<file path="src/rtl/testing_pkg.sv">
// rtl/testing_pkg.sv - shared opcode/state types and signed saturation bounds for alu_hs
package testing_pkg;

  typedef enum logic [1:0] {
    ADD  = 2'd0,
    SUB  = 2'd1,
    MULT = 2'd2,
    DIV  = 2'd3
  } opcode_e;

  typedef enum logic {
    IDLE    = 1'b0,
    DIV_RUN = 1'b1
  } alu_state_e;

  // Largest signed value representable in 'width' bits, sign-extended to 64 bits.
  function automatic logic signed [63:0] sat_max(input int width);
    return (64'sd1 <<< (width - 1)) - 64'sd1;
  endfunction

  // Smallest signed value representable in 'width' bits, sign-extended to 64 bits.
  function automatic logic signed [63:0] sat_min(input int width);
    return -(64'sd1 <<< (width - 1));
  endfunction

endpackage

</file>
<file path="src/rtl/alu_div_iter.sv">
// rtl/alu_div_iter.sv - iterative signed restoring divider, one quotient bit per cycle
module alu_div_iter #(
  parameter int WIDTH = 8
) (
  input  logic             clk,
  input  logic             rst,
  input  logic             start,
  input  logic [WIDTH-1:0] dividend,
  input  logic [WIDTH-1:0] divisor,
  output logic             busy,
  output logic             done,
  output logic [WIDTH-1:0] quotient,
  output logic             ovf
);

  localparam int CW = $clog2(WIDTH + 1);

  logic [WIDTH-1:0] rem_q, quo_q, dvs_q;
  logic             neg_q;
  logic [CW-1:0]    cnt_q;

  logic [WIDTH-1:0] mag_a, mag_b;
  logic [WIDTH-1:0] src_rem, src_quo, src_dvs;
  logic [WIDTH-1:0] nxt_rem, nxt_quo;
  logic [WIDTH:0]   trial, diff;
  logic             fits;

  // One restoring step; on start it runs directly on the operand magnitudes so the
  // first quotient bit is produced in the same edge that loads the divider.
  always_comb begin
    mag_a   = dividend[WIDTH-1] ? -dividend : dividend;
    mag_b   = divisor[WIDTH-1]  ? -divisor  : divisor;
    src_rem = start ? '0    : rem_q;
    src_quo = start ? mag_a : quo_q;
    src_dvs = start ? mag_b : dvs_q;
    trial   = {src_rem, src_quo[WIDTH-1]};
    diff    = trial - {1'b0, src_dvs};
    fits    = !diff[WIDTH];
    nxt_rem = fits ? diff[WIDTH-1:0] : trial[WIDTH-1:0];
    nxt_quo = {src_quo[WIDTH-2:0], fits};
  end

  assign done     = busy && (cnt_q == CW'(WIDTH));
  assign quotient = neg_q ? -quo_q : quo_q;
  // A positive quotient with the top bit set is +2^(WIDTH-1): only min / -1 gets here.
  assign ovf      = !neg_q && quo_q[WIDTH-1];

  // Iteration registers: load on start, step until all bits are done, release on done.
  always_ff @(posedge clk) begin
    if (rst) begin
      busy  <= 1'b0;
      cnt_q <= '0;
      rem_q <= '0;
      quo_q <= '0;
      dvs_q <= '0;
      neg_q <= 1'b0;
    end else if (start) begin
      rem_q <= nxt_rem;
      quo_q <= nxt_quo;
      dvs_q <= mag_b;
      neg_q <= dividend[WIDTH-1] ^ divisor[WIDTH-1];
      cnt_q <= CW'(1);
      busy  <= 1'b1;
    end else if (busy) begin
      if (done) begin
        busy <= 1'b0;
      end else begin
        rem_q <= nxt_rem;
        quo_q <= nxt_quo;
        cnt_q <= cnt_q + CW'(1);
      end
    end
  end

endmodule

</file>
<file path="src/rtl/alu_hs.sv">
// rtl/alu_hs.sv - handshaked signed ALU with overflow/divide-by-zero flags and optional saturation
module alu_hs
  import testing_pkg::*;
#(
  parameter int WIDTH = 8,
  parameter int SAT   = 0
) (
  input  logic             clk,
  input  logic             rst,
  input  logic             in_valid,
  output logic             in_ready,
  input  logic [WIDTH-1:0] operand1,
  input  logic [WIDTH-1:0] operand2,
  input  opcode_e          opcode,
  output logic             out_valid,
  input  logic             out_ready,
  output logic [WIDTH-1:0] out,
  output logic             ovf,
  output logic             dz
);

  localparam logic signed [2*WIDTH-1:0] MAX_W = (2*WIDTH)'(sat_max(WIDTH));
  localparam logic signed [2*WIDTH-1:0] MIN_W = (2*WIDTH)'(sat_min(WIDTH));
  localparam logic [WIDTH-1:0]          MAX_N = WIDTH'(sat_max(WIDTH));
  localparam logic [WIDTH-1:0]          MIN_N = WIDTH'(sat_min(WIDTH));

  alu_state_e state_q, state_d;

  logic                      accept, div_start, load;
  logic                      div_busy, div_done, div_ovf;
  logic [WIDTH-1:0]          div_quo;
  logic signed [WIDTH-1:0]   a_s, b_s;
  logic signed [2*WIDTH-1:0] a_w, b_w, res_wide;
  logic                      ovf_alu;
  logic [WIDTH-1:0]          nxt_out;
  logic                      nxt_ovf, nxt_dz;

  assign in_ready  = (state_q == IDLE) && (!out_valid || out_ready);
  assign accept    = in_valid && in_ready;
  assign div_start = accept && (opcode == DIV) && (operand2 != '0);
  // Divide-by-zero and all single-cycle ops land in the output register at accept.
  assign load      = (accept && !div_start) || div_done;
  assign a_s       = operand1;
  assign b_s       = operand2;

  alu_div_iter #(.WIDTH(WIDTH)) u_div (
    .clk      (clk),
    .rst      (rst),
    .start    (div_start),
    .dividend (operand1),
    .divisor  (operand2),
    .busy     (div_busy),
    .done     (div_done),
    .quotient (div_quo),
    .ovf      (div_ovf)
  );

  // Full-precision result of the single-cycle ops; 2*WIDTH bits holds any product.
  always_comb begin
    a_w      = a_s;
    b_w      = b_s;
    res_wide = '0;
    case (opcode)
      ADD:     res_wide = a_w + b_w;
      SUB:     res_wide = a_w - b_w;
      MULT:    res_wide = a_w * b_w;
      default: res_wide = '0;
    endcase
  end

  assign ovf_alu = (res_wide > MAX_W) || (res_wide < MIN_W);

  // Select what the output register captures: divider result while running, else the new op.
  always_comb begin
    nxt_out = '0;
    nxt_ovf = 1'b0;
    nxt_dz  = 1'b0;
    if (state_q == DIV_RUN) begin
      nxt_ovf = div_ovf;
      nxt_out = (div_ovf && SAT != 0) ? MAX_N : div_quo;
    end else begin
      case (opcode)
        ADD, SUB, MULT: begin
          nxt_ovf = ovf_alu;
          if (ovf_alu && SAT != 0) nxt_out = res_wide[2*WIDTH-1] ? MIN_N : MAX_N;
          else                     nxt_out = res_wide[WIDTH-1:0];
        end
        DIV:     nxt_dz = 1'b1;
        default: nxt_out = '0;
      endcase
    end
  end

  // State register.
  always_ff @(posedge clk) begin
    if (rst) state_q <= IDLE;
    else     state_q <= state_d;
  end

  // Next state: leave IDLE only for a real division, return when its result is written.
  always_comb begin
    state_d = state_q;
    case (state_q)
      IDLE:    if (div_start) state_d = DIV_RUN;
      DIV_RUN: if (div_done)  state_d = IDLE;
      default: state_d = IDLE;
    endcase
  end

  // Single-entry output register; a load in the same edge as a drain overwrites with no gap.
  always_ff @(posedge clk) begin
    if (rst) begin
      out_valid <= 1'b0;
      out       <= '0;
      ovf       <= 1'b0;
      dz        <= 1'b0;
    end else if (load) begin
      out_valid <= 1'b1;
      out       <= nxt_out;
      ovf       <= nxt_ovf;
      dz        <= nxt_dz;
    end else if (out_valid && out_ready) begin
      out_valid <= 1'b0;
    end
  end

endmodule

</file>
<file path="config.mk">
export PLATFORM = sky130hd
export DESIGN_NAME = alu_hs
export DESIGN_NICKNAME = d
export VERILOG_FILES = /design/src/rtl/testing_pkg.sv /design/src/rtl/alu_div_iter.sv /design/src/rtl/alu_hs.sv
export SDC_FILE = /design/constraint.sdc
export NUM_CORES = 1
export LEC_CHECK = 0
export ABC_AREA = 1
export CAP_MARGIN = 20
export CORE_AREA = 10 10 131 133
export DETAILED_ROUTE_END_ITERATION = 10
export DIE_AREA = 0 0 141 143
export GPL_TIMING_DRIVEN = 0
export PLACE_DENSITY = 0.59
export SYNTH_ARGS = -nofsm -noshare
export SYNTH_HDL_FRONTEND = slang
export SYNTH_SLANG_ARGS = --single-unit
</file>
<file path="constraint.sdc">
create_clock -name clk -period 7.8 [get_ports clk]
set_input_delay 1.17 -clock clk [delete_from_list [all_inputs] [get_ports clk]]
set_output_delay 1.17 -clock clk [all_outputs]
set_load 0.01 [all_outputs]
</file>
# == Yosys cells after proc, flatten, opt, wreduce, memory -nomap -nowiden ==
# Cells that the tools add are included.
# op_classes
n_addsub,7
mul,1
n_div,0
order_cmp,2
n_eq_ne,5
shifts,0
n_mux,30
bitwise,3
n_reduce_logical,23
# ops
op,count
8-bit 2-to-1 mux,15
16-bit case mux with 3 select lines,1
8-bit negation,3
16-bit by 8-bit > comparator with 1-bit output (second input constant),1
16-bit by 8-bit < comparator with 1-bit output (second input constant),1
8-bit by 8-bit multiplier with 16-bit output,1
1-bit 2-to-1 mux,13
8-bit by 8-bit adder with 9-bit output,1
8-bit by 8-bit subtractor with 9-bit output,1
9-bit by 8-bit subtractor with 9-bit output,1
1-bit logical AND,8
8-bit nonzero test,1
4-bit by 1-bit adder with 4-bit output (second input constant),1
2-bit equality test (second input constant),2
4-bit equality test (second input constant),1
1-bit logical NOT,4
2-bit AND reduction,2
2-bit nonzero test,2
1-bit logical OR,3
3-bit OR reduction,1
2-bit by 1-bit equality test with 1-bit output (second input constant),1
2-bit logical NOT,1
2-bit inequality test (second input constant),1
1-bit inverter,2
3 further kinds,3
# word_totals
register_bits,42
latchBits,0
ramBits,0
romBits,0
output_inout_bits,12
elab_cells,83
n_memories,0

# == Logic depth before layout (Yosys ltp) ==
# Gate-level depths: netlist of run 1.
# logic_depth
word_depth,12
depth_mapped,27
depth_no_buf,26

# == By module ==
# From an unflattened synthesis of run 1, not the netlist that was laid out.
# hier_totals
cells_unflattened,1024
area_unflattened_um2,6642.6
# by_module_without_submodules
module,instances,cells_each,area_each_um2
alu_hs,1,691,4459.3
alu_div_iter,1,333,2183.3

# == Least setup slack after synthesis of run 1 ==
# Ideal clock, no wire load.
# synth_path
kind,input to register
startpoint,input port operand2[7]
endpoint,register ovf
arrival_ns,5.311
t_required_ns,7.730
slack_ns,2.419
cell_stages,25
path_buffers,2
cell_sequence,buf_2 > inv_1 > clkbuf_1 > nor2_1 > fa_1 > fa_1 > fa_1 > inv_1 > fa_1 > inv_1 > ha_1 > nand2_1 > inv_1 > nand2_1 > nand2_1 > nand2_1 > nand3_1 > or2_2 > nand3_1 > inv_1 > nand3_1 > nand2_1 > nand2_1 > nand3_1 > a21oi_1
# synth_between
elab_chain_cells,6
word_cells_on_any_way,14
classes_between,add/sub (2); mul (1); order compare (2); mux (3); reduce/logical (6)
# synth_rtl
element,line,text
"start, declared",alu_hs.sv:13,"input logic [WIDTH-1:0] operand2,"
"8-bit by 8-bit multiplier with 16-bit output, or another cell as far along",alu_hs.sv:66,MULT: res_wide = a_w * b_w;
16-bit case mux with 3 select lines,alu_hs.sv:63,case (opcode)
16-bit by 8-bit > comparator with 1-bit output / 16-bit by 8-bit < comparator with 1-bit output (equally long branches),alu_hs.sv:71,assign ovf_alu = (res_wide > MAX_W) || (res_wide < MIN_W);
1-bit logical OR,alu_hs.sv:71,
1-bit 2-to-1 mux,alu_hs.sv:82,case (opcode)
1-bit 2-to-1 mux,alu_hs.sv:78,if (state_q == DIV_RUN) begin
"end signal, assigned",alu_hs.sv:120,ovf <= nxt_ovf;
"end, declared",alu_hs.sv:18,"output logic ovf,"
# Parallel ways exist; a longest one is shown, timed or not.
# A chain may end at the register's enable or synchronous reset.

# == Worst setup path after layout of run 1 ==
# layout_path
startpoint,input port operand1[7]
endpoint,register ovf
# layout_between
elab_chain_cells,6
word_cells_on_any_way,9
classes_between,add/sub (2); mul (1); order compare (2); mux (3); reduce/logical (1)
# layout_rtl
element,line,text
"start, declared",alu_hs.sv:12,"input logic [WIDTH-1:0] operand1,"
"8-bit by 8-bit multiplier with 16-bit output, or another cell as far along",alu_hs.sv:66,
16-bit case mux with 3 select lines (*),alu_hs.sv:63,
16-bit by 8-bit > comparator with 1-bit output / 16-bit by 8-bit < comparator with 1-bit output (equally long branches),alu_hs.sv:71,
1-bit logical OR (*),alu_hs.sv:71,
1-bit 2-to-1 mux (*),alu_hs.sv:82,
1-bit 2-to-1 mux (*),alu_hs.sv:78,
# Every way passes the cells marked *; elsewhere a longest branch is shown, timed or not.

==> metrics.yaml, run 1 <==
outcome:
  status: "complete, no violations"
sta:
  fin_crit_sh_pct: 81.5
  rsz0062_at_grt: "false"
  setup_viol_count_final: 0
  drv_slew: 0
  worst_slack_ns: 1.44
  hold_violations: 0
  final.setup.tns_ns: 0
  tightest_slew_ns: 0.740
  slew_headroom_pct: 50.6
  period_minus_slack_ns: 6.36
  fin_worst_skew_ns: 0.00439
  max_freq_mhz: 157
critical_path:
  crit_arrival_ns: 6.58
  crit_buf_inv: 7
  slowest_delay_ns: 0.70
  cp_top_family: "adder cells"
  cp-end-kind: "register"
  reg2reg_depth: 21
  crit_start: "operand1[7]"
  worstPathMaxFanout: 10
  cp.depth: 23
  crit_path_frequent_cell: "inv_1"
  cp-start-kind: "input pin"
  timing_worst_setup_path_type: "in -> reg"
  critPathSlowestCell: "clkdlybuf4s50_1"
  crit_chain: "clkdlybuf4s50_1 -> clkbuf_1 -> nand2_1 -> inv_1 -> fa_1 -> inv_1 -> fa_1 -> fa_1 -> fa_1 -> inv_1 -> ha_1 -> inv_1 -> o21bai_1 -> nor2_1 -> nand3_1 -> or2_2 -> nand3_1 -> inv_1 -> nand3_1 -> nand2_1 -> nand2_1 -> nand3_1 -> a21oi_1"
  timing.rr.start: "state_q$_SDFF_PP0_"
  worst_ep_required_time_ns: 8.02
finish:
  drive_gt1_share_pct: 4.83
  stdcell_count: 1198
  final_area_sq_mm: 0.00718
  insertedDiodeCount: 0
  syn_to_final_growth_pct: 11.6
  nets: 1152
logic_synthesis:
  synth_cell_types: 41
  yosysWarnings: 0
  synth_area_per_cell_sq_um: 6.61
  syn_area_sq_mm: 0.00644
  syn-num-nets: 1113
  ys_seq_elements: 42
  synth_cells: 974
  synth_seq_area_share_pct: 13.1
placement:
  dp.cells: 1190
  gp_congestion: 0.961
  io_buffers: 32
  hpwlAfterDp_mm: 13.9
  placed_area_sq_mm: 0.00699
  dp_slack_ns: 1.17
routing:
  wirelength_mm: 16.7
  drc_errors: 0
  drtPass1Iterations: 5
  wl_met1_mm: 8.40
  drt-initial-drc-count: 435
  via_count: 5887
  wl_met2_mm: 7.24
  highest_layer: "met4"
  ant_nets: 0
  wl_per_cell_microns: 14.0
  met3WireLength_microns: 826
  vias_per_cell: 4.91
pwr:
  p_leak_nw: 3.84
  power.density_mw_per_mm2: 227
  peakVddDrop_mv: 0.145
die:
  rows: 44
  die_w_microns: 141
  die_y_microns: 143
  top_level_ports: 34
  start_util_pct: 44.6
  design.die.area_sq_mm: 0.0202
  core-area_sq_mm: 0.0144
grt:
  gr-usage-all-layers_pct: 16.5
  grt_pass1_vias: 5382
  overflow: 0
  grt_max_degree: 15
  antenna_found_initial: 0
  grt_pass1_wl_mm: 27.5
clock_network:
  post_cts_resized: 0
  clk_pin_slew_ns: 0.06
  cts_setup_buffers: 0
  cts_inserted_buffers: 5
  insertion_delay_ns: 0.29
  clock-sinks: 42
  cts_buffer_depth: 2
  cts.htree.levels: 2
  cts_tree: "yes"
  holdBufCountCts: 0
  cts_root_buf: "clkbuf_16"
run:
  drv_cap: 0
worst_hold_path:
  min_from: "u_div.rem_q[6]$_SDFFE_PP0P_"
  whs_path_depth: 2
  hold_class: "reg -> reg"
-- worst paths after layout --
check	slack [ns]	to
min	0.46	u_div.rem_q[6]$_SDFFE_PP0P_
min reg2reg	0.46	u_div.rem_q[6]$_SDFFE_PP0P_
max	1.44	ovf$_SDFFE_PP0P_
max reg2reg	4.59	u_div.rem_q[3]$_SDFFE_PP0P_
-- metal layers --
layer  up-vias  GRT usage, %
li1       3060             -
met1      2670          24.3
met2       138          24.9
met3        19          2.45
met4         0          3.37
met5         -             0
-- cell usage in the layout, fill, tap and decap left out, drive strengths merged, types with 32 or more instances in the layout --
master	Yosys	routed
ha	59	59
o21ai	57	57
fa	58	58
nor2	67	67
nand2	232	232
clkdlybuf4s50	0	32
a21oi	57	57
dfxtp	42	42
nand3	64	64
inv	230	230
-- where the power goes --
| group | internal [W] | switching, W |
|---|---|---|
| Combinational | 0.000423 | 0.000690 |
| Clock | 0.000184 | 0.0000912 |
| Sequential | 0.000234 | 0.0000110 |
-- flip-flops by register name, indices dropped and copies added (netlist names), 4 cells and up --
name         cells
u_div.dvs_q      8
u_div.rem_q      8
u_div.quo_q      8
u_div.cnt_q      4
out              8
-- per-stage QoR --
step	util, %	power, W	hold WS [ns]
2_1_floorplan	-	0.00111	0.443
5_1_grt	49.8	0.00184	0.488
3_3_place_gp	48.4	0.00136	0.453
4_1_cts	49.8	0.00164	0.468
3_5_place_dp	48.4	0.00136	0.458
6_report	49.8	0.00163	0.465
-- cell families (layout without fill, tap and decap cells) --
group | count (synthesis) | in the layout | synth area share [%]
AND/OR/NAND/NOR | 388 | 388 | 25.9
buffers and inverters | 265 | 305 | 16.5
AO/OA/AOI/OAI | 141 | 141 | 12.2
adder cells (fa/ha/maj) | 117 | 117 | 29.5
flip-flops | 42 | 42 | 13.1
XOR/XNOR | 21 | 21 | 2.86
-- synth_stat cells (all sizes together) --
cell    count  area, sq um
a21boi      1         7.51
a21oi      57          289
a22o        1         8.76
a31oi       8         50.1
and2        2         12.5
and3        1         6.26
buf        17          125
clkbuf     18         67.6
dfxtp      42          841
fa         58         1160
ha         59          738
inv       230          868
nand2     232          893
nand3      64          338
nand4       5         31.3
nor2       67          290
nor3        9         45.0
nor4        1         6.26
o211ai      7         52.6
o21a        2         15.0
o21ai      57          297
o21bai      1         7.51
o221ai      1         8.76
o311ai      2         17.5
o31ai       4         30.0
or2         7         46.3
xnor2       7         61.3
xor2       14          123
-- cell type report --
class	instances	area [sq um]
Fill cell	1530	7240
Multi-Input combinational cell	667	4540
Inverter	230	868
Sequential cell	42	841
Timing Repair Buffer	32	320
Tap cell	184	230
Buffer	35	193
Clock buffer	5	125
Clock inverter	3	68.8
-- worst min-delay path: stages (launching register included) --
cell and delay (ns):
dfxtp_1 0.31, nand2_1 0.06, a21oi_1 0.05
Power figures use the tool's default switching activity.
==> run 2, diff against run 1 <==
--- a/config.mk
+++ b/config.mk
@@ -11,7 +11,7 @@
 export DETAILED_ROUTE_END_ITERATION = 10
 export DIE_AREA = 0 0 141 143
 export GPL_TIMING_DRIVEN = 0
-export PLACE_DENSITY = 0.59
+export PLACE_DENSITY = 0.61
 export SYNTH_ARGS = -nofsm -noshare
 export SYNTH_HDL_FRONTEND = slang
 export SYNTH_SLANG_ARGS = --single-unit
==> constraint.sdc (replaced) <==
create_clock -name clk -period 5.2 [get_ports clk]
set_input_delay 0.78 -clock clk [delete_from_list [all_inputs] [get_ports clk]]
set_output_delay 0.78 -clock clk [all_outputs]
set_load 0.01 [all_outputs]
==> metrics.yaml, run 2 (synthesized netlist as in run 1, its figures left out) <==
placement:
  hpwlAfterDp_mm: 13.9
  io_buffers: 32
  dp.cells: 1190
  placed_area_sq_mm: 0.00699
  gp_congestion: 0.990
critical_path:
  worstPathMaxFanout: 7
  worst_ep_required_time_ns: 5.37
  cp-start-kind: "input pin"
  crit_arrival_ns: 5.11
  cp-end-kind: "register"
  timing_worst_setup_path_type: "in -> reg"
finish:
  fillCellCount: 1477
  final_util_pct: 51.9
  drive_gt1_share_pct: 10.6
  nets: 1165
  stdcell_count: 1211
  insertedDiodeCount: 0
  final_cell_mix: "nand2_1 (223), inv_1 (219), nor2_1 (59), nand3_1 (59), fa_1 (57)"
  seq_area_sq_um: 841
  layout_commonest_cell: "nand2_1"
  multi_input_comb_area_sq_mm: 0.00467
  final_area_sq_mm: 0.00748
  syn_to_final_growth_pct: 16.2
clock_network:
  clock-sinks: 42
  cts_tree: "yes"
  insertion_delay_ns: 0.29
  cts_root_buf: "clkbuf_16"
  cts_buffer_depth: 2
  holdBufCountCts: 0
  cts.htree.levels: 2
  clk_pin_slew_ns: 0.06
  cts_inserted_buffers: 5
pwr:
  p_sw_share_pct: 49.7
  comb_power_share_pct: 72.6
  p_int_w: 0.00126
  peakVddDrop_mv: 0.272
  power.density_mw_per_mm2: 335
  p_leak_nw: 4.00
  power.switching_w: 0.00125
  p_total_w: 0.00251
  clockPowerShare_pct: 12.8
  seq_power_share_pct: 14.7
routing:
  drtPass1Iterations: 5
  via_count: 6006
  vias_per_cell: 4.96
  ant_nets: 0
  drt-initial-drc-count: 508
  drc_errors: 0
  wirelength_mm: 17.2
  wl_per_cell_microns: 14.2
grt:
  grt_pass1_wl_mm: 28.4
  grt_max_degree: 14
  overflow: 0
  grt_pass1_vias: 5643
  antenna_found_initial: 0
  gr-usage-all-layers_pct: 17.0
sta:
  hold_violations: 0
  fin_worst_skew_ns: 0.00687
  period_minus_slack_ns: 4.94
  tightest_slew_ns: 0.542
  slew_headroom_pct: 63.8
  setup_viol_count_final: 0
  max_freq_mhz: 202
  fin_crit_sh_pct: 95.0
  drv_slew: 0
die:
  top_level_ports: 34
  core-area_sq_mm: 0.0144
  rows: 44
  die_y_microns: 143
  design.die.area_sq_mm: 0.0202
  die_w_microns: 141
  start_util_pct: 44.6
run:
  drv_cap: 0
worst_hold_path:
  hold_class: "reg -> reg"
outcome:
  status: "complete, no violations"
[run 2: cell count changes in the layout (fill, tap and decap cells not counted), sizes merged]
cell	delta
clkbuf	+3
buf	+18
clkdlybuf4s50	-16
clkinvlp	+2
dlymetal6s2s	+5
clkdlybuf4s15	+2
inv	-1
dlygate4sd2	+2
bufinv	-2
[run 2: through the flow]
stage / TNS [ns] / setup slack, ns / hold slack (ns)
finish: 0 / 0.261 / 0.467
global route: -0.00263 / -0.00263 / 0.479
CTS: 0 / 0.00210 / 0.467
detailed placement: -1.40 / -1.04 / 0.457
global placement: -1.33 / -1.01 / 0.453
floorplan: 0 / 0.209 / 0.443
[run 2: cell type report]
type	instances	share of cell area, %
sequential	42	11.2
tap	184	3.08
clock buffer	6	1.86
clock inverter	2	0.167
timing repair buffer	46	5.39
multi-input combinational	667	62.4
inverter	230	11.7
buffer	34	4.21
[run 2: worst max-delay path, cell delays in order]
cell           delay (ns)
dlygate4sd2_1        0.26
buf_6                0.15
nand2_1              0.08
inv_2                0.05
fa_2                 0.58
inv_4                0.06
fa_1                 0.53
inv_1                0.06
fa_1                 0.54
inv_1                0.06
fa_1                 0.53
inv_1                0.06
ha_4                 0.26
nand2_2              0.06
a21oi_1              0.05
nor2_1               0.12
nand3_1              0.09
or2_2                0.29
nand3_2              0.07
nand2_1              0.06
nor2_1               0.11
nand2_2              0.10
nand3_2              0.09
a21oi_2              0.05
[run 2: power by group through the flow]
stage               Sequential [W]  Combinational, W  Clock, W
floorplan                 0.000376           0.00128         0
global placement          0.000375           0.00166         0
detailed placement        0.000375           0.00167         0
CTS                       0.000368           0.00176  0.000322
global route              0.000371           0.00209  0.000332
finish                    0.000368           0.00182  0.000320
[run 2: timing repair]
| action | in CTS | in global routing |
|---|---|---|
| gates resized for setup | 64 | 46 |
| endpoints found under the setup margin | 2 | 1 |
| pin swaps | 4 | 4 |
| buffers inserted | 9 | 5 |
[run 2: path summary, 6_finish.rpt]
kind	start	endpoint	slack, ns	cells after the start
worst max register to register	state_q$_SDFF_PP0_	u_div.rem_q[2]$_SDFFE_PP0P_	1.96	21
worst min register to register	u_div.rem_q[6]$_SDFFE_PP0P_	u_div.rem_q[6]$_SDFFE_PP0P_	0.47	2
worst min-delay path	u_div.rem_q[6]$_SDFFE_PP0P_	u_div.rem_q[6]$_SDFFE_PP0P_	0.47	2
worst max-delay path	operand2[3]	ovf$_SDFFE_PP0P_	0.26	24
[run 2: routing by layer]
layer / track usage [%] / wire [microns] / up-vias
li1: - / - / 3096
met4: 2.72 / 188 / 0
met1: 24.5 / 8470 / 2751
met3: 2.55 / 822 / 19
met2: 26.4 / 7680 / 140
met5: 0 / 0 / -
==> run 3, diff against run 2 <==
--- a/config.mk
+++ b/config.mk
@@ -11,7 +11,7 @@
 export DETAILED_ROUTE_END_ITERATION = 10
 export DIE_AREA = 0 0 141 143
 export GPL_TIMING_DRIVEN = 0
-export PLACE_DENSITY = 0.61
+export PLACE_DENSITY = 0.67
 export SYNTH_ARGS = -nofsm -noshare
 export SYNTH_HDL_FRONTEND = slang
 export SYNTH_SLANG_ARGS = --single-unit
==> metrics.yaml, run 3 (synthesized netlist as in run 1, its figures left out) <==
critical_path:
  crit_arrival_ns: 5.14
  timing.rr.start: "out_valid$_SDFFE_PP0P_"
  cp-end-kind: "register"
  worstPathMaxFanout: 6
  worst_ep_required_time_ns: 5.37
  r2r_setup_slack_ns: 2.01
  reg2reg_depth: 24
  cp-start-kind: "input pin"
  timing_worst_setup_path_type: "in -> reg"
  r2r-end: "u_div.rem_q[1]$_SDFFE_PP0P_"
grt:
  grt_pass1_wl_mm: 28.0
  antenna_found_initial: 1
  grt_max_degree: 16
  grt_pass1_vias: 5616
  overflow: 0
  gr-usage-all-layers_pct: 16.7
outcome:
  status: "complete, no violations"
placement:
  gp_congestion: 0.954
  hpwlAfterDp_mm: 14.0
  dp.cells: 1190
  placed_area_sq_mm: 0.00699
  io_buffers: 32
sta:
  fin_crit_sh_pct: 95.5
  setup_viol_count_final: 0
  max_freq_mhz: 201
  rsz0062_at_grt: "false"
  drv_slew: 0
  period_minus_slack_ns: 4.97
  hold_violations: 0
  slew_headroom_pct: 63.6
  tightest_slew_ns: 0.546
  fin_worst_skew_ns: 0.00295
finish:
  final_cell_mix: "nand2_1 (224), inv_1 (220), nor2_1 (60), nand3_1 (60), fa_1 (57)"
  drive_gt1_share_pct: 9.92
  layout_commonest_cell: "nand2_1"
  syn_to_final_growth_pct: 16.0
  nets: 1166
  final_area_sq_mm: 0.00747
  fillCellCount: 1489
  stdcell_count: 1213
clock_network:
  clock-sinks: 42
  cts_root_buf: "clkbuf_16"
  holdBufCountCts: 0
  insertion_delay_ns: 0.28
  cts_buffer_depth: 2
  cts_tree: "yes"
  cts_inserted_buffers: 5
  clk_pin_slew_ns: 0.06
  cts.htree.levels: 2
pwr:
  p_leak_nw: 3.99
  peakVddDrop_mv: 0.271
  power.density_mw_per_mm2: 332
run:
  drv_cap: 0
worst_hold_path:
  hold_class: "reg -> reg"
  whs_path_depth: 2
  min_from: "u_div.rem_q[6]$_SDFFE_PP0P_"
  hold_end: "u_div.rem_q[6]$_SDFFE_PP0P_"
die:
  top_level_ports: 34
  die_w_microns: 141
  rows: 44
  core-area_sq_mm: 0.0144
  die_y_microns: 143
  start_util_pct: 44.6
  design.die.area_sq_mm: 0.0202
routing:
  ant_nets: 0
  drtPass1Iterations: 5
  wl_per_cell_microns: 14.1
  wirelength_mm: 17.1
  drt-initial-drc-count: 466
  vias_per_cell: 4.98
  via_count: 6041
  drc_errors: 0
run 3: cell type report:
| cell class | count | area (sq um) | area share, % |
|---|---|---|---|
| Inverter | 230 | 872 | 11.7 |
| Antenna cell | 1 | 2.50 | 0.0335 |
| Clock buffer | 5 | 125 | 1.68 |
| Buffer | 34 | 308 | 4.12 |
| Sequential cell | 42 | 841 | 11.3 |
| Tap cell | 184 | 230 | 3.08 |
| Timing Repair Buffer | 47 | 417 | 5.58 |
| Multi-Input combinational cell | 667 | 4650 | 62.2 |
| Clock inverter | 3 | 23.8 | 0.318 |
run 3: per-layer routing:
layer	share of wire [%]	GRT usage (%)	wire, microns
met5	0	0	0
met4	1.3	2.83	225
met3	5.5	2.49	934
met2	46	27.6	7890
met1	47	22.9	8090
run 3: how the worst max path moves through the flow:
stage / startpoint / to / depth (start not counted)
after floorplan: operand2[7] / ovf$_SDFFE_PP0P_ / 25
final: operand2[2] / ovf$_SDFFE_PP0P_ / 24
after global routing: operand2[2] / ovf$_SDFFE_PP0P_ / 25
after global placement: operand2[7] / ovf$_SDFFE_PP0P_ / 26
after detailed placement: operand1[7] / ovf$_SDFFE_PP0P_ / 23
after CTS: operand2[3] / ovf$_SDFFE_PP0P_ / 24
run 3: what timing repair did:
item,CTS,global route
setup endpoints to repair,2,1
endpoints found under the hold margin,0,0
setup buffers,11,4
resized for setup,69,31
pin swaps,3,6
run 3: per-stage QoR:
step | hold WS, ns | setup slack (ns) | setup TNS (ns) | total power, W | utilization (%)
2_1_floorplan | 0.443 | 0.209 | 0 | 0.00166 | -
3_3_place_gp | 0.453 | -0.930 | -1.39 | 0.00201 | 48.4
3_5_place_dp | 0.457 | -0.968 | -1.45 | 0.00204 | 48.4
4_1_cts | 0.467 | 0.0150 | 0 | 0.00244 | 51.3
5_1_grt | 0.495 | 0.00271 | 0 | 0.00276 | 51.8
6_report | 0.463 | 0.234 | 0 | 0.00248 | 51.8
run 3: report_power, final:
| part | internal (W) | switching (W) |
|---|---|---|
| registers | 0.000351 | 0.0000168 |
| logic | 0.000719 | 0.00108 |
| clock network | 0.000180 | 0.000135 |
| total | 0.00125 | 0.00123 |
run 3: worst max-delay path, stage by stage:
cell           delay, ns
dlygate4sd2_1       0.27
buf_6               0.15
nand2_2             0.09
inv_2               0.06
fa_2                0.54
inv_2               0.08
fa_1                0.54
inv_1               0.05
fa_1                0.52
inv_1               0.05
fa_1                0.52
inv_1               0.07
ha_4                0.26
nand2_1             0.08
a21oi_1             0.06
nor2_1              0.11
nand3_1             0.09
or2_2               0.28
nand3_1             0.09
nand2_1             0.06
nor2_1              0.12
nand2_2             0.10
nand3_2             0.09
a21oi_1             0.06
